### src/rtl/i3c_phy_pkg.sv
// rtl/i3c_phy_pkg.sv - shared types and default constants for the I3C PHY receive path
//
// Contents:
//   bus_state_e        - bus-state FSM encoding (WAIT_IDLE, FREE, BUSY)
//   SyncStagesDefault  - default synchronizer depth
//   FiltCntWDefault    - default glitch-filter counter width
//   IdleCntWDefault    - default bus-idle counter width
package i3c_phy_pkg;

  typedef enum logic [1:0] {
    WAIT_IDLE = 2'd0,
    FREE      = 2'd1,
    BUSY      = 2'd2
  } bus_state_e;

  localparam int SyncStagesDefault = 2;
  localparam int FiltCntWDefault   = 4;
  localparam int IdleCntWDefault   = 16;

endpackage

### src/rtl/bus_rx_sampler_if.sv
// rtl/bus_rx_sampler_if.sv - pad, configuration and event signals of the receive sampler
//
// Signals:
//   scl_i, sda_i           raw pad levels (asynchronous)
//   t_filt_i, t_idle_i     glitch-filter length / bus-free time in cycles (quasi-static)
//   scl_o, sda_o           filtered line levels
//   scl_posedge_o ...      one-cycle edge strobes on the filtered lines
//   start_det_o/stop_det_o one-cycle START / STOP strobes
//   bus_free_o             bus idle and free time elapsed
// Modports:
//   master - pad/config driver, consumes the events
//   slave  - the sampler itself
interface bus_rx_sampler_if
  import i3c_phy_pkg::*;
#(
  parameter int FiltCntW = FiltCntWDefault,
  parameter int IdleCntW = IdleCntWDefault
);

  logic                scl_i;
  logic                sda_i;
  logic [FiltCntW-1:0] t_filt_i;
  logic [IdleCntW-1:0] t_idle_i;
  logic                scl_o;
  logic                sda_o;
  logic                scl_posedge_o;
  logic                scl_negedge_o;
  logic                sda_posedge_o;
  logic                sda_negedge_o;
  logic                start_det_o;
  logic                stop_det_o;
  logic                bus_free_o;

  modport master (
    output scl_i, sda_i, t_filt_i, t_idle_i,
    input  scl_o, sda_o, scl_posedge_o, scl_negedge_o,
    input  sda_posedge_o, sda_negedge_o, start_det_o, stop_det_o, bus_free_o
  );

  modport slave (
    input  scl_i, sda_i, t_filt_i, t_idle_i,
    output scl_o, sda_o, scl_posedge_o, scl_negedge_o,
    output sda_posedge_o, sda_negedge_o, start_det_o, stop_det_o, bus_free_o
  );

endinterface

### src/rtl/line_filter.sv
// rtl/line_filter.sv - per-line synchronizer, glitch filter and edge strobes
//
// Optional feature macro: I3C_RX_GLITCH_FILTER_EN (filter counter present when defined;
// otherwise the filtered level is one register stage after the synchronizer).
//
// Ports:
//   clk_i, rst_ni   clock, synchronous active-low reset
//   pad_i           raw asynchronous pad level
//   t_filt_i        qualification length in cycles (0 = one-cycle qualification)
//   level_o         filtered level (reset 1)
//   level_nxt_o     value level_o takes at the next edge, for aligned downstream registers
//   rise_o, fall_o  registered strobes, high in the first cycle level_o shows the new value
module line_filter #(
  parameter int SyncStages = 2,
  parameter int FiltCntW   = 4
) (
  input  logic                clk_i,
  input  logic                rst_ni,
  input  logic                pad_i,
  input  logic [FiltCntW-1:0] t_filt_i,
  output logic                level_o,
  output logic                level_nxt_o,
  output logic                rise_o,
  output logic                fall_o
);

  logic [SyncStages-1:0] sync_q;
  logic                  sync_lvl;
  logic                  level_q;
  logic                  level_nxt;
  logic                  rise_q;
  logic                  fall_q;

  // Synchronizer resets to 1 so reset release looks like an idle bus.
  always_ff @(posedge clk_i) begin
    if (!rst_ni) begin
      sync_q <= '1;
    end else begin
      sync_q <= {sync_q[SyncStages-2:0], pad_i};
    end
  end

  assign sync_lvl = sync_q[SyncStages-1];

`ifdef I3C_RX_GLITCH_FILTER_EN
  logic [FiltCntW-1:0] cnt_q;
  logic [FiltCntW-1:0] cnt_nxt;

  // The counter measures how long the synchronized level has disagreed with
  // the filtered one; agreement at any point restarts qualification.
  always_comb begin
    level_nxt = level_q;
    cnt_nxt   = cnt_q;
    if (sync_lvl == level_q) begin
      cnt_nxt = '0;
    end else if (cnt_q == t_filt_i) begin
      level_nxt = sync_lvl;
      cnt_nxt   = '0;
    end else begin
      cnt_nxt = cnt_q + 1'b1;
    end
  end

  always_ff @(posedge clk_i) begin
    if (!rst_ni) begin
      cnt_q <= '0;
    end else begin
      cnt_q <= cnt_nxt;
    end
  end
`else
  logic unused_t_filt;

  assign unused_t_filt = ^t_filt_i;
  assign level_nxt     = sync_lvl;
`endif

  // Strobes are registered with the level so they line up with level_o.
  always_ff @(posedge clk_i) begin
    if (!rst_ni) begin
      level_q <= 1'b1;
      rise_q  <= 1'b0;
      fall_q  <= 1'b0;
    end else begin
      level_q <= level_nxt;
      rise_q  <= level_nxt & ~level_q;
      fall_q  <= ~level_nxt & level_q;
    end
  end

  assign level_o     = level_q;
  assign level_nxt_o = level_nxt;
  assign rise_o      = rise_q;
  assign fall_o      = fall_q;

endmodule

### src/rtl/bus_rx_sampler.sv
// rtl/bus_rx_sampler.sv - I3C receive front end: clean levels, edges, START/STOP, bus-free
//
// Optional feature macro: I3C_RX_GLITCH_FILTER_EN (forwarded to line_filter).
//
// Ports:
//   clk_i   clock
//   rst_ni  synchronous active-low reset
//   bus     bus_rx_sampler_if.slave: pads, t_filt_i/t_idle_i, filtered levels,
//           edge strobes, start_det_o/stop_det_o, bus_free_o
module bus_rx_sampler
  import i3c_phy_pkg::*;
#(
  parameter int SyncStages = SyncStagesDefault,
  parameter int FiltCntW   = FiltCntWDefault,
  parameter int IdleCntW   = IdleCntWDefault
) (
  input  logic             clk_i,
  input  logic             rst_ni,
  bus_rx_sampler_if.slave  bus
);

  logic                scl_lvl, scl_nxt, scl_rise, scl_fall;
  logic                sda_lvl, sda_nxt, sda_rise, sda_fall;
  logic [FiltCntW-1:0] t_filt;
  logic [IdleCntW-1:0] t_idle;
  logic                start_nxt;
  logic                stop_nxt;
  logic                lines_high_nxt;
  logic [IdleCntW-1:0] idle_cnt_q;
  logic [IdleCntW-1:0] idle_cnt_nxt;
  bus_state_e          state_q;
  logic                start_q;
  logic                stop_q;
  logic                bus_free_q;

  assign t_filt = bus.t_filt_i;
  assign t_idle = bus.t_idle_i;

  line_filter #(
    .SyncStages (SyncStages),
    .FiltCntW   (FiltCntW)
  ) u_scl (
    .clk_i       (clk_i),
    .rst_ni      (rst_ni),
    .pad_i       (bus.scl_i),
    .t_filt_i    (t_filt),
    .level_o     (scl_lvl),
    .level_nxt_o (scl_nxt),
    .rise_o      (scl_rise),
    .fall_o      (scl_fall)
  );

  line_filter #(
    .SyncStages (SyncStages),
    .FiltCntW   (FiltCntW)
  ) u_sda (
    .clk_i       (clk_i),
    .rst_ni      (rst_ni),
    .pad_i       (bus.sda_i),
    .t_filt_i    (t_filt),
    .level_o     (sda_lvl),
    .level_nxt_o (sda_nxt),
    .rise_o      (sda_rise),
    .fall_o      (sda_fall)
  );

  // Decisions use the levels the filters are about to present, so every
  // registered output here lands in the same cycle as the SDA edge strobe.
  // Requiring SCL high both now and next excludes simultaneous SCL/SDA changes.
  assign start_nxt      = scl_lvl & scl_nxt & sda_lvl & ~sda_nxt;
  assign stop_nxt       = scl_lvl & scl_nxt & ~sda_lvl & sda_nxt;
  assign lines_high_nxt = scl_nxt & sda_nxt;

  // STOP forces 0 so the bus-free time is measured from the STOP cycle.
  always_comb begin
    idle_cnt_nxt = idle_cnt_q;
    if (!lines_high_nxt || stop_nxt) begin
      idle_cnt_nxt = '0;
    end else if (idle_cnt_q >= t_idle) begin
      idle_cnt_nxt = t_idle;
    end else begin
      idle_cnt_nxt = idle_cnt_q + 1'b1;
    end
  end

  always_ff @(posedge clk_i) begin
    if (!rst_ni) begin
      state_q    <= WAIT_IDLE;
      idle_cnt_q <= '0;
      start_q    <= 1'b0;
      stop_q     <= 1'b0;
      bus_free_q <= 1'b0;
    end else begin
      idle_cnt_q <= idle_cnt_nxt;
      start_q    <= start_nxt;
      stop_q     <= stop_nxt;
      case (state_q)
        WAIT_IDLE: begin
          if (start_nxt) begin
            state_q    <= BUSY;
            bus_free_q <= 1'b0;
          end else if ((idle_cnt_q >= t_idle) && lines_high_nxt) begin
            state_q    <= FREE;
            bus_free_q <= 1'b1;
          end
        end
        FREE: begin
          if (start_nxt || !lines_high_nxt) begin
            state_q    <= BUSY;
            bus_free_q <= 1'b0;
          end
        end
        BUSY: begin
          // A START seen here is a repeated START: strobe only, no state change.
          if (stop_nxt) begin
            state_q <= WAIT_IDLE;
          end
        end
        default: begin
          state_q    <= WAIT_IDLE;
          bus_free_q <= 1'b0;
        end
      endcase
    end
  end

  assign bus.scl_o         = scl_lvl;
  assign bus.sda_o         = sda_lvl;
  assign bus.scl_posedge_o = scl_rise;
  assign bus.scl_negedge_o = scl_fall;
  assign bus.sda_posedge_o = sda_rise;
  assign bus.sda_negedge_o = sda_fall;
  assign bus.start_det_o   = start_q;
  assign bus.stop_det_o    = stop_q;
  assign bus.bus_free_o    = bus_free_q;

endmodule
### src/flat_wrapper.sv
// flat-port wrapper written by rule: the top's interface ports become plain ports
module bus_rx_sampler_flat import i3c_phy_pkg::*;
#(
  parameter int SyncStages = SyncStagesDefault,
  parameter int FiltCntW   = FiltCntWDefault,
  parameter int IdleCntW   = IdleCntWDefault
)
  (clk_i, rst_ni, bus_scl_i, bus_sda_i, bus_t_filt_i, bus_t_idle_i, bus_scl_o, bus_sda_o, bus_scl_posedge_o, bus_scl_negedge_o, bus_sda_posedge_o, bus_sda_negedge_o, bus_start_det_o, bus_stop_det_o, bus_bus_free_o);
  bus_rx_sampler_if #(.FiltCntW(FiltCntW), .IdleCntW(IdleCntW)) bus_i ();
  input  logic clk_i;
  input  logic rst_ni;
  input wire logic [$bits(bus_i.scl_i)-1:0] bus_scl_i;
  input wire logic [$bits(bus_i.sda_i)-1:0] bus_sda_i;
  input wire logic [$bits(bus_i.t_filt_i)-1:0] bus_t_filt_i;
  input wire logic [$bits(bus_i.t_idle_i)-1:0] bus_t_idle_i;
  output wire logic [$bits(bus_i.scl_o)-1:0] bus_scl_o;
  output wire logic [$bits(bus_i.sda_o)-1:0] bus_sda_o;
  output wire logic [$bits(bus_i.scl_posedge_o)-1:0] bus_scl_posedge_o;
  output wire logic [$bits(bus_i.scl_negedge_o)-1:0] bus_scl_negedge_o;
  output wire logic [$bits(bus_i.sda_posedge_o)-1:0] bus_sda_posedge_o;
  output wire logic [$bits(bus_i.sda_negedge_o)-1:0] bus_sda_negedge_o;
  output wire logic [$bits(bus_i.start_det_o)-1:0] bus_start_det_o;
  output wire logic [$bits(bus_i.stop_det_o)-1:0] bus_stop_det_o;
  output wire logic [$bits(bus_i.bus_free_o)-1:0] bus_bus_free_o;
  assign bus_i.scl_i = bus_scl_i;
  assign bus_i.sda_i = bus_sda_i;
  assign bus_i.t_filt_i = bus_t_filt_i;
  assign bus_i.t_idle_i = bus_t_idle_i;
  assign bus_scl_o = bus_i.scl_o;
  assign bus_sda_o = bus_i.sda_o;
  assign bus_scl_posedge_o = bus_i.scl_posedge_o;
  assign bus_scl_negedge_o = bus_i.scl_negedge_o;
  assign bus_sda_posedge_o = bus_i.sda_posedge_o;
  assign bus_sda_negedge_o = bus_i.sda_negedge_o;
  assign bus_start_det_o = bus_i.start_det_o;
  assign bus_stop_det_o = bus_i.stop_det_o;
  assign bus_bus_free_o = bus_i.bus_free_o;
  bus_rx_sampler #(.SyncStages(SyncStages), .FiltCntW(FiltCntW), .IdleCntW(IdleCntW)) u_core (.clk_i(clk_i), .rst_ni(rst_ni), .bus(bus_i));
endmodule
### config.mk
export PLATFORM = sky130hd
export DESIGN_NAME = bus_rx_sampler_flat
export DESIGN_NICKNAME = d
export VERILOG_FILES = /design/src/rtl/i3c_phy_pkg.sv /design/src/rtl/bus_rx_sampler_if.sv /design/src/rtl/line_filter.sv /design/src/rtl/bus_rx_sampler.sv /design/src/flat_wrapper.sv
export SDC_FILE = /design/constraint.sdc
export NUM_CORES = 1
export LEC_CHECK = 0
export ABC_AREA = 1
export CORE_UTILIZATION = 58
export CTS_BUF_LIST = sky130_fd_sc_hd__clkbuf_8
export CTS_CLUSTER_SIZE = 12
export DETAILED_ROUTE_END_ITERATION = 8
export GPL_TIMING_DRIVEN = 1
export PLACE_DENSITY = 0.95
export SYNTH_ARGS = -nofsm -noshare
export SYNTH_HDL_FRONTEND = slang
export SYNTH_HIERARCHICAL = 1
export SYNTH_SLANG_ARGS = --single-unit
### constraint.sdc
create_clock -name clk_i -period 5.1 [get_ports clk_i]
set_clock_uncertainty 0.1 [all_clocks]
set_input_delay 1.53 -clock clk_i [delete_from_list [all_inputs] [get_ports clk_i]]
set_output_delay 1.53 -clock clk_i [all_outputs]
set_load 0.02 [all_outputs]
==> metrics.txt, run 1 <==
number of cells on the critical path 14; io pins 33; # setup viols final 0; Tot Pwr between 0.5 and 0.6 mW; failing checks DRC; Synth Register Bits 31; clock root cell clkbuf_8; Reg area around 620 µm²; CTS max path bufs 2; first-pass GRT wire length 5640 µm; status finished, violations left; min cycle time layout 3.50 ns; Initial Utilization 0.620; Slew Limit Fails 0; port buffer count 28; Tcrit/Tclk final 0.687; critical path launch point type input pin; DIE AREA 0.00322 mm²; max_cap viols 0; initial antenna violation count 0; reg2reg path depth 12; pin count of the biggest net entering global routing 26; crit-path max FO 25; WP data arrival 3.58 ns; Worst-Margin Slew 0.818 ns; Post-Layout Inst Area approximately 0.0021 mm²; Hold Path Class flip-flop to flip-flop; clock sinks 31; n_diodes 0; RSZ-0062 raised after global routing no; maximum VDD drop 0.246 mV; drt via density 5.16; hold path depth 2; Leakage Power roughly 1.0 nW; CTS tree done; fillcell total between 200 and 250; CP max-delay cell clkdlybuf4s50_1; Vias 1527; Cells after Synth 232; kind of cell adding the most delay to the critical path buffers and inverters; GRT Resource Usage Total 0.229; total negative slack 0 ns; starting DRC count in detailed routing 38; DR DRC count 2; Final ANT Viol Nets 0; headroom to the max-slew limit 0.452; H-tree depth 2; Hold WS just over 0.3 ns; Layout Utilization 0.759; syn_nets 273; Post-Syn Area 0.00174 mm²; die width roughly 57 µm; sequential-to-total area share from yosys stat 0.357; routability cong. about 0.8; core area 0.00281 mm²; hold_buf cts 0; routed len/inst 11.1 µm; layout net count just over 300; synthesis warning total 6; crit path cell chain clkdlybuf4s50_1, inv_1, ha_1, nand2_1, inv_1, nand2_1, nor2_1, nor2_1, nand2_1, nand2_1, nand2_2, inv_2, o21ai_0, a21oi_1; most frequent cells in the layout nand2_1 (42), inv_1 (40), dfxtp_1 (31); final hold vios 0; # Post-CTS Setup Buffers 0; Max Clk Rate 285 MHz; TritonCTS Buffers 5; dpl cell area between 0.002 and 0.0025 mm²; synthesis-to-finish area growth 22.5%; CP Capture Type flip-flop; critical path class input pin to flip-flop; Vert. Die Dim between 50 and 60 µm; CTS resizes 0; Cell Rows 19; Power per Cell Area 237 mW/mm²; commonest non-fill, non-tap cell in the layout nand2_1; GRT Residual Overflow 0; Crit path top cell by count nand2_1; CP Buf/Inv Count 4; Clock Latency Late Sink 0.29 ns; Worst path max stage delay 0.45 ns; Netlist cell types 23; DR pass1 iterations 6; Mean Syn Cell Area around 7.5 µm²; Multi-input gate area 947 µm²; vias in the first global route 1442; Clk pin slew, worst setup/hold paths 0.07 ns; total length of routed wires 3300 µm; CP required 5.18 ns; proportion of layout cells with a drive suffix above 1 0.0906; DP HPWL 2440 µm
-- power breakdown --
part	switching (mW)	internal [mW]
registers	0.00528	0.249
clock network	0.0967	0.0947
logic	0.0290	0.0295
total	0.131	0.373
-- per-layer routing --
metal  up-vias  part of all wire  global-route usage
met4         0             0.021               0.132
met1       676              0.45               0.251
met3         9             0.050              0.0553
met2        32              0.48               0.401
li1        810                 -                   -
met5         -                 0                   0
-- synth_stat cells, drive strengths merged --
master    n  area share
a2111oi   1      0.0050
a21oi    24       0.069
and3      1      0.0036
buf       2      0.0072
clkbuf    1      0.0022
dfxtp    31        0.36
ha       17        0.12
inv      41       0.089
nand2    45        0.10
nand3     5       0.023
nand4     6       0.022
nor2     22       0.062
nor3      4       0.014
o21ai    18       0.052
xnor2     7       0.035
xor2      7       0.035
-- final cells by class --
class                           count  area share
Multi-Input combinational cell    157       0.445
Sequential cell                    31       0.291
Timing Repair Buffer               28       0.132
Inverter                           41      0.0723
Clock buffer                        5      0.0323
Tap cell                           31      0.0182
Clock inverter                      3     0.00940
-- state kept, by name, indices dropped and copies added, names as in the netlist, 2 cells and up --
| signal | flops |
|---|---|
| u_core/idle_cnt_q | 16 |
| u_core/state_q | 2 |
| u_core/u_sda/sync_q | 2 |
| u_core/u_scl/sync_q | 2 |
-- worst min-delay path, delay by kind of cell (launching register included) --
family	cells	cell delay, ns
flops	1	0.31
simple gates	1	0.04
buf+inv	1	0.03
-- path summary, 6_finish.rpt --
kind | startpoint | endpoint | slack, ns
hold reg to reg | u_core/u_sda/sync_q[0] | u_core/u_sda/sync_q[1] | 0.31
setup reg to reg | u_core/idle_cnt_q[7] | u_core/idle_cnt_q[0] | 2.94
setup / recovery | bus_t_idle_i[7] | u_core/idle_cnt_q[0] | 1.60
hold / removal | u_core/u_sda/sync_q[0] | u_core/u_sda/sync_q[1] | 0.31
-- kinds of logic (layout without fill, tap and decap cells) --
logic type | after synthesis | in the layout | synth area share
compound gates | 43 | 43 | 0.126
simple gates | 83 | 83 | 0.226
fa+ha+maj | 17 | 17 | 0.122
flops | 31 | 31 | 0.357
buf+inv | 44 | 77 | 0.0979
xor+xnor | 14 | 14 | 0.0706
-- stage by stage --
| step | worst slack, ns | std cells |
|---|---|---|
| floorplan | 2.23 | 232 |
| detailed placement | 1.31 | 288 |
| global placement | 1.42 | 288 |
| finish | 1.60 | 296 |
| CTS | 1.61 | 296 |
| global route | 1.42 | 296 |
(Power assumes the default switching activity.)
==> run 2: changes to the inputs <==
Settings changed: CORE_UTILIZATION 58 to 48, PLACE_DENSITY 0.95 to 0.86.
Clock period 5.1 ns to 3.12 ns, I/O delays scaled along.
==> run 2 against run 1 <==
Compared with the run above: the run now ends clean; power rose by 84%; critical path depth did not move; final cell count rose by 6.1%; worst setup slack got worse by 1.1 ns; combinational power rose by 66%; first-iteration DRC count rose by 61%; critical path type unchanged; largest cell class unchanged.
==> metrics.txt, run 2 (synthesis results as in run 1) <==
# setup viols final 0 (unchanged); Tcrit/Tclk final 0.844; routed len/inst 10.8 µm (-3.2%); DIE AREA 0.00387 mm² (+20%); max_cap viols 0 (unchanged); maximum VDD drop 0.378 mV (+53%); Hold Startpoint u_core/u_scl/sync_q[0]; n_diodes 0 (unchanged); DR pass1 iterations 4 (-2); Worst R2R Setup Slack 1.24 ns (-1.70 ns); R2R Path End u_core/idle_cnt_q[7]; core area 0.00339 mm² (+21%); hold path depth 2 (unchanged); H-tree depth 2 (unchanged); pin count of the biggest net entering global routing 17 (-35%); clock root cell clkbuf_8; Final ANT Viol Nets 0 (unchanged); critical path class input pin to flip-flop; routability cong. 0.789 (+0.18%); proportion of layout cells with a drive suffix above 1 0.101 (+0.0102); largest reg by FF count u_core/idle_cnt_q; Vias 1514 (-0.85%); Leakage Power 1.07 nW (+3.6%); reg2reg path depth 12 (unchanged); Clock Latency Late Sink 0.29 ns (about the same); # Post-CTS Setup Buffers 0 (unchanged); critical path launch point type input pin; WP data arrival 2.71 ns (-0.87 ns); initial antenna violation count 0 (unchanged); RSZ-0062 raised after global routing no; drt via density 4.82 (-6.5%); min cycle time layout between 2 and 3 ns; GRT Resource Usage Total 0.195 (-0.0338); total length of routed wires 3390 µm (+2.7%); status complete, no violations; Slew Limit Fails 0 (unchanged); CP Capture Type flip-flop; Worst R2R Start u_core/idle_cnt_q[7]; CP required 3.20 ns (-1.98 ns); Hold WS 0.303 ns (-0.00542 ns); die width 62.2 µm (+9.6%); hold_buf cts 0 (unchanged); Cell Rows 21 (+2); Initial Utilization 0.513 (-0.107); GRT Residual Overflow 0 (unchanged); starting DRC count in detailed routing 61 (+61%); DP HPWL 2480 µm (+1.7%); final hold vios 0 (unchanged); commonest non-fill, non-tap cell in the layout nand2_1; CTS max path bufs 2 (unchanged); CTS tree done; Vert. Die Dim 62.2 µm (+9.6%); WHS Endpoint u_core/u_scl/sync_q[1]; Worst-Margin Slew 0.460 ns (-0.357 ns); CTS resizes 0 (unchanged); TritonCTS Buffers 5 (unchanged); total negative slack 0 ns (unchanged); layout net count 308 (+0.98%); io pins 33 (unchanged); Power per Cell Area 421 mW/mm² (+78%); crit-path max FO 16 (-36%); most frequent cells in the layout nand2_1 (42), inv_1 (40), dfxtp_1 (31); max reg flops 16 (unchanged); synthesis-to-finish area growth 26.6%; clock sinks 31 (unchanged); first-pass GRT wire length 5950 µm (+5.5%); Clk pin slew, worst setup/hold paths 0.07 ns (about the same); Max Clk Rate 380 MHz; Hold Path Class flip-flop to flip-flop; headroom to the max-slew limit 0.691 (+0.239); vias in the first global route 1499 (+4.0%); port buffer count 28 (unchanged); DR DRC count 0 (-2)
run 2: changes by cell type in the layout (fill, tap and decap cells not counted), sizes merged:
cell / change
clkinvlp: -2
clkbuf: +1
bufinv: +1
buf: +3
run 2: power by group:
part	internal (mW)	switching, mW
logic	0.0494	0.0477
clock network	0.258	0.155
registers	0.406	0.00866
total	0.714	0.211
run 2: how the worst max path moves through the flow:
stage	slack, ns	start	end
final	0.49	bus_t_idle_i[7]	u_core/idle_cnt_q[7]
after global routing	0.27	bus_t_idle_i[9]	u_core/idle_cnt_q[10]
after CTS	0.49	bus_t_idle_i[7]	u_core/idle_cnt_q[7]
after detailed placement	0.18	bus_t_idle_i[11]	u_core/idle_cnt_q[7]
after global placement	0.21	bus_t_idle_i[11]	u_core/idle_cnt_q[11]
after floorplan	0.84	bus_t_idle_i[5]	u_core/idle_cnt_q[3]
run 2: layout make-up:
| cell class | count | area, µm² |
|---|---|---|
| fillers | 291 | 1190 |
| multi-input cells | 157 | 947 |
| flip-flops and latches | 31 | 621 |
| repair buffers | 31 | 303 |
| inverters | 41 | 154 |
| clock buffers | 6 | 82.6 |
| well taps | 46 | 57.6 |
| clock inverters | 2 | 35.0 |
run 2: routing by layer:
metal,global-route usage,vias up,part of all wire
met4,0.0785,0,0.014
met2,0.345,31,0.47
met1,0.208,671,0.46
met3,0.0754,4,0.050
li1,-,808,-
met5,0,-,0
run 2: metrics by stage:
| stage | total power, mW | utilization | setup WS [ns] | instance area [µm²] | cells |
|---|---|---|---|---|---|
| after floorplan | 0.472 | - | 0.844 | 1740 | 232 |
| after global routing | 0.965 | 0.649 | 0.271 | 2200 | 314 |
| after detailed placement | 0.521 | 0.614 | 0.182 | 2080 | 306 |
| after global placement | 0.518 | 0.614 | 0.208 | 2080 | 306 |
| final | 0.926 | 0.649 | 0.488 | 2200 | 314 |
| after CTS | 0.934 | 0.649 | 0.489 | 2200 | 314 |
run 2: critical path, cell delays in order:
cell and delay [ns]:
clkdlybuf4s50_1 0.45, inv_1 0.05, ha_1 0.30, nand2_1 0.06
inv_1 0.05, nand2_1 0.06, nand2_1 0.05, nor2_1 0.10
nand2_1 0.06, nand2_1 0.07, nand2_2 0.09, buf_4 0.20
o21ai_0 0.16, a21oi_1 0.06
==> run 3: changes to the inputs <==
Settings changed: CORE_UTILIZATION 48 to 54, PLACE_DENSITY 0.86 to 0.9.
Clock period 3.12 ns to 2.7 ns, I/O delays scaled along.
==> run 3 against run 2 <==
Compared with the run above: combinational power rose by 25%; sequential power rose by 15%; largest power group unchanged; critical path type unchanged; register-to-register slack got worse by 0.43 ns; utilization rose by 8.5 points; non-clock buffer count rose by 8; first-iteration DRC count fell by 20%; power rose by 4.8%.
==> metrics.txt, run 3 (synthesis results as in run 1) <==
final hold vios 0 (unchanged); dpl cell area 0.00215 mm² (+3.4%); maximum VDD drop 0.375 mV (-0.76%); core area 0.00305 mm² (-9.9%); CP Buf/Inv Count 3 (-1); pin count of the biggest net entering global routing 17 (unchanged); Vias 1565 (+3.4%); CP required 2.79 ns (-0.41 ns); routed len/inst 11.1 µm (+2.5%); WP data arrival 2.57 ns (-0.14 ns); number of cells on the critical path 10 (-4); io pins 33 (unchanged); GRT Resource Usage Total 0.227 (+0.0316); port buffer count 28 (unchanged); Hold Path Class flip-flop to flip-flop; clock sinks 31 (unchanged); first-pass GRT wire length 5810 µm (-2.3%); Tcrit/Tclk final 0.921; Setup WS pre-CTS -0.0968 ns (-0.279 ns); R2R Path End u_core/idle_cnt_q[2]; DIE AREA 0.00345 mm² (-11%); setup ws final 0.214 ns (-0.274 ns); starting DRC count in detailed routing 49 (-20%); status complete, no violations; Slew Limit Fails 0 (unchanged); # Post-CTS Setup Buffers 0 (unchanged); RSZ-0062 raised after global routing no; min cycle time layout roughly 2.5 ns; Post-Layout Inst Area 0.00224 mm² (+1.9%); dpl cells 312 (+2.0%); DR pass1 iterations 4 (unchanged); DP HPWL 2670 µm (+7.5%); most frequent cells in the layout nand2_1 (42), inv_1 (40), dfxtp_1 (31); largest reg by FF count u_core/idle_cnt_q; max_cap viols 0 (unchanged); Vert. Die Dim 58.7 µm (-5.5%); total length of routed wires 3540 µm (+4.5%); die width 58.7 µm (-5.5%); Cell Rows 20 (-4.8%); critical path launch point type input pin; CP startpoint bus_t_idle_i[11]; commonest non-fill, non-tap cell in the layout nand2_1; hold_buf cts 0 (unchanged); total negative slack 0 ns (unchanged); Tot Pwr 0.970 mW (+4.8%); layout net count 316 (+2.6%); drt via density 4.89 (+1.4%); synthesis-to-finish area growth 28.9%; Clock Latency Late Sink 0.29 ns (about the same); Max Clk Rate 402 MHz; n_diodes 0 (unchanged); reg2reg path depth 12 (unchanged); WL met2 1770 µm (+11%); CTS max path bufs 2 (unchanged); Worst R2R Setup Slack 0.81 ns (-0.43 ns); DR DRC count 0 (unchanged); kind of cell adding the most delay to the critical path buffers and inverters; crit-path max FO 6 (-10); Worst-Margin Slew 0.401 ns (-0.0594 ns); fin cells 320 (+1.9%); Crit path top cell by count a21oi_1; GRT Residual Overflow 0 (unchanged); H-tree depth 2 (unchanged); crit path to u_core/idle_cnt_q[2]; headroom to the max-slew limit 0.731 (+0.0399); TritonCTS Buffers 5 (unchanged); clock root cell clkbuf_8; CP Capture Type flip-flop; proportion of layout cells with a drive suffix above 1 0.127 (+0.0261); Power per Cell Area 433 mW/mm² (+2.9%); CP max-delay cell clkdlybuf4s50_1; crit path cell chain clkdlybuf4s50_1, inv_1, ha_1, a21oi_1, o21ai_0, a21oi_1, nand2_2, buf_4, o21ai_0, a21oi_1; # setup viols final 0 (unchanged); vias in the first global route 1498 (-0.067%); met1 WL 1530 µm (-2.7%); Worst path max stage delay 0.46 ns (about the same); routed wl met3 160 µm (-5.3%); CTS tree done; Final ANT Viol Nets 0 (unchanged); Layout Utilization 0.734 (+0.0851); Worst R2R Start u_core/idle_cnt_q[6]; initial antenna violation count 0 (unchanged); Initial Utilization 0.569 (+0.0565); Clk pin slew, worst setup/hold paths 0.07 ns (about the same); max layer used met4; Hold WS 0.303 ns (+0.000133 ns); Leakage Power 1.09 nW (+1.9%); CTS resizes 0 (unchanged); routability cong. 0.830 (+5.2%); fillcell total 255 (-12%); max reg flops 16 (unchanged); critical path class input pin to flip-flop
==> run 3: cell count changes in the layout (fill, tap and decap cells not counted) <==
cell	change
clkbuf_8	-1
buf_12	+1
bufinv_16	-1
buf_4	+7
clkinvlp_4	+2
==> run 3: how the worst min path moves through the flow <==
| stage | from | to | cells past startpoint | slack, ns |
|---|---|---|---|---|
| global route | u_core/u_scl/sync_q[0] | u_core/u_scl/sync_q[1] | 2 | 0.33 |
| global placement | u_core/u_sda/sync_q[0] | u_core/u_sda/sync_q[1] | 2 | 0.28 |
| CTS | u_core/u_sda/sync_q[0] | u_core/u_sda/sync_q[1] | 2 | 0.31 |
| floorplan | u_core/u_scl/sync_q[0] | u_core/u_scl/sync_q[1] | 2 | 0.28 |
| finish | u_core/u_sda/sync_q[0] | u_core/u_sda/sync_q[1] | 2 | 0.30 |
| detailed placement | u_core/u_sda/sync_q[0] | u_core/u_sda/sync_q[1] | 2 | 0.29 |
==> run 3: power breakdown <==
part	total (mW)	switching [mW]	internal, mW
Clock	0.369	0.190	0.179
Sequential	0.479	0.00986	0.470
Combinational	0.121	0.0576	0.0636
Total	0.970	0.258	0.712
==> run 3: worst reg2reg max path: cells and delay by family, from the launching register on <==
kind            cells  cell delay (ns)
flops               1             0.45
simple gates        7             0.50
buf+inv             2             0.22
fa+ha+maj           1             0.28
compound gates      2             0.23
==> run 3: layout make-up <==
class	count	area, µm²	share of cell area
multi-input combinational	157	947	0.423
sequential	31	621	0.277
timing repair buffer	39	375	0.168
inverter	41	154	0.0687
clock buffer	5	68.8	0.0307
tap	44	55.1	0.0246
clock inverter	3	20.0	0.00893
==> run 3: metal layers <==
| metal | GRT usage | vias to the layer above |
|---|---|---|
| li1 | - | 835 |
| met1 | 0.226 | 694 |
| met2 | 0.419 | 28 |
| met3 | 0.0593 | 8 |
| met4 | 0.136 | 0 |
| met5 | 0 | - |
==> edit: new RTL, flow settings as in run 3 <==
The option `I3C_RX_GLITCH_FILTER_EN` is turned on by a define.
--- a/src/rtl/line_filter.sv
+++ b/src/rtl/line_filter.sv
@@ -12,2 +12,4 @@
 //   rise_o, fall_o  registered strobes, high in the first cycle level_o shows the new value
+`define I3C_RX_GLITCH_FILTER_EN
+
 module line_filter #(
Function: changed (Yosys sat finds a counterexample within 4 cycles, from zero or initial values and one cycle with rst_ni low).
==> edit against run 3 <==
The run now ends with DRC left; power up 20%; largest cell class unchanged; fmax down 3.5%; sequential power up 26%; cell count up 30%; wire length up 41%; sequential share of layout area down 0.45 points; die area up 28%; area after synthesis up 29%; sequential cell count up 8; combinational power up 50%; setup slack worse by 0.091 ns; final area up 28%; highest routed layer unchanged; non-clock buffer count up 11.
==> edit: results (changes against run 3) <==
Clock tree
  – Clock Tree Buf Depth: 2 (unchanged)
  – Root Buffer: clkbuf_8 (unchanged)
  – Total CTS buffers: 5 (unchanged)

Drt
  – DR pass1 iterations: 6 (was 4)
  – DRC viols: 2 (was 0)
  – M1 wire length: 2.157 mm (was 1.526 mm)
  – Routed wire length: 4.974 mm (was 3.537 mm)
  – Met3 routed WL: 191 µm (was 160 µm)
  – Drt first-iter violations: 125 (was 49)
  – Drt via density: 5.017 (was 4.891)
  – Routed met2 length: 2.465 mm (was 1.769 mm)

Placement
  – Placer Congestion: 0.8128 (was 0.8301)
  – Area post-placement: 2745 µm² (was 2152 µm²)
  – I/O Buffers: 32 (was 28)
  – Dpl hpwl: 3.676 mm (was 2.666 mm)
  – DP Worst Slack: -0.2218 ns (was -0.09679 ns)

Critical path
  – Crit path from: bus_t_idle_i[15] (was bus_t_idle_i[11])
  – FF-to-FF path depth: 10 (was 12)
  – Top delay family on crit path: buffers and inverters (unchanged)
  – Critical path's largest stage delay: 0.50 ns (was 0.46 ns)
  – Slowest library cell on the worst path: clkdlybuf4s50_1 (unchanged)
  – RR Endpoint: u_core/state_q[1] (was u_core/idle_cnt_q[2])
  – R2R Path Start: u_core/u_scl/cnt_q[2] (was u_core/idle_cnt_q[6])
  – CP arrival: 2.66 ns (was 2.57 ns)

Logic synthesis
  – Post-synthesis xor/xnor area fraction: 8.608% (was 7.055%)
  – Syn_nets: 353 (was 273)
  – Mean post-synth cell area: 7.221 µm² (was 7.491 µm²)
  – Synth area leaders: dfxtp_1 35%, ha_1 11%, inv_1 10% (was dfxtp_1 36%, ha_1 12%, nand2_1 9.1%)
  – Post-Synth Adder-Cell Area: 10.62% (was 12.24%)
  – Seq/Total Area, Yosys: 34.88% (was 35.71%)
  – Synth Area in Compound Gates: 10.68% (was 12.60%)
  – Most instantiated cells after synthesis: 60 x inv_1, 60 x nand2_1, 39 x dfxtp_1 (was 42 x nand2_1, 40 x inv_1, 31 x dfxtp_1)
  – Largest family of logic cells by synthesized area: simple AND/OR/NAND/NOR gates (unchanged)

Timing
  – Slew HR: 79.06% (was 73.05%)
  – Fmax: 388.1 MHz (was 402.2 MHz)
  – Hold_ws: 0.3150 ns (was 0.3035 ns)

Finish
  – Share of cells above drive strength 1: 12.60% (was 12.68%)
  – Nets: 407 (was 316)
  – Finished Layout Cells: 415 (was 320)

Hold path
  – Hold_sp: u_core/u_scl/sync_q[0] (was u_core/u_sda/sync_q[0])
  – Hold Crit Class: register to register (unchanged)
  – Worst Hold Path EP: u_core/u_scl/sync_q[1] (was u_core/u_sda/sync_q[1])
  – Worst Hold Path Cells: 2 (unchanged)

GRT
  – First-pass GRT wire length: 7.859 mm (was 5.809 mm)
  – GRT Util Overall: 23.86% (was 22.71%)
  – Vias in the first global route: 1903 (was 1498)
  – Antenna violations before repair: 0 (unchanged)

Status
  – Run status: complete, but fails checks (was completed)
  – Violated checks: DRC

Pwr
  – Leakage: 1.441 nW (was 1.091 nW)
  – Max VDD drop: 0.0003235 V (was 0.0003747 V)
## edit: changes by cell type after synthesis, moves of 4 or more
cell	change
inv_1	+20
nor2_1	+10
nand2_1	+18
dfxtp_1	+8
nand2_2	+4
nand3_1	+4
xnor2_1	+6
## edit: worst reg2reg max path: stages (launching register included)
cell and delay (ns):
dfxtp_1 0.35, xnor2_1 0.21, nand2_1 0.13, nor2_2 0.13, nand2_1 0.09, nand2_1 0.12
inv_1 0.05, nor2_1 0.08, and3_1 0.22, nor3_4 0.06, a2111oi_0 0.25
## edit: repair_timing
action                                  4_1_cts  5_1_grt
gates resized for setup                       0       11
endpoints found under the setup margin        0       16
hold endpoints to repair                      0        0
## edit: worst max path at each step
| stage | endpoint | depth (start not counted) |
|---|---|---|
| floorplan | u_core/idle_cnt_q[10] | 10 |
| detailed placement | u_core/state_q[0] | 13 |
| finish | u_core/idle_cnt_q[3] | 10 |
| global route | u_core/bus.bus_free_o | 15 |
| CTS | u_core/state_q[0] | 13 |
| global placement | u_core/bus.bus_free_o | 15 |
## edit: where the power goes
part / internal [mW] / leakage [nW] / switching, mW
sequential: 0.589 / 0.316 / 0.0151
clock: 0.174 / 0.0505 / 0.203
combinational: 0.0907 / 1.07 / 0.0902
## edit: layer usage
metal | vias up | global-route usage (%)
met3 | 15 | 5.690
met4 | 0 | 14.10
li1 | 1079 | -
met2 | 45 | 41.84
met5 | - | 0
met1 | 943 | 25.79
## edit: layout make-up
cell class	count	area [µm²]
Fill cell	315	1135
Inverter	61	229.0
Clock inverter	3	12.51
Multi-Input combinational cell	207	1240
Clock buffer	5	68.82
Sequential cell	39	780.7
Tap cell	50	62.56
Timing Repair Buffer	50	471.7
## edit: kinds of logic after synthesis
logic type	count (synthesis)
and+or+nand+nor	119
buffers and inverters	64
AOI/OAI and AO/OA	47
DFF	39
xor gates and xnor gates	22
adders and majority gates	19
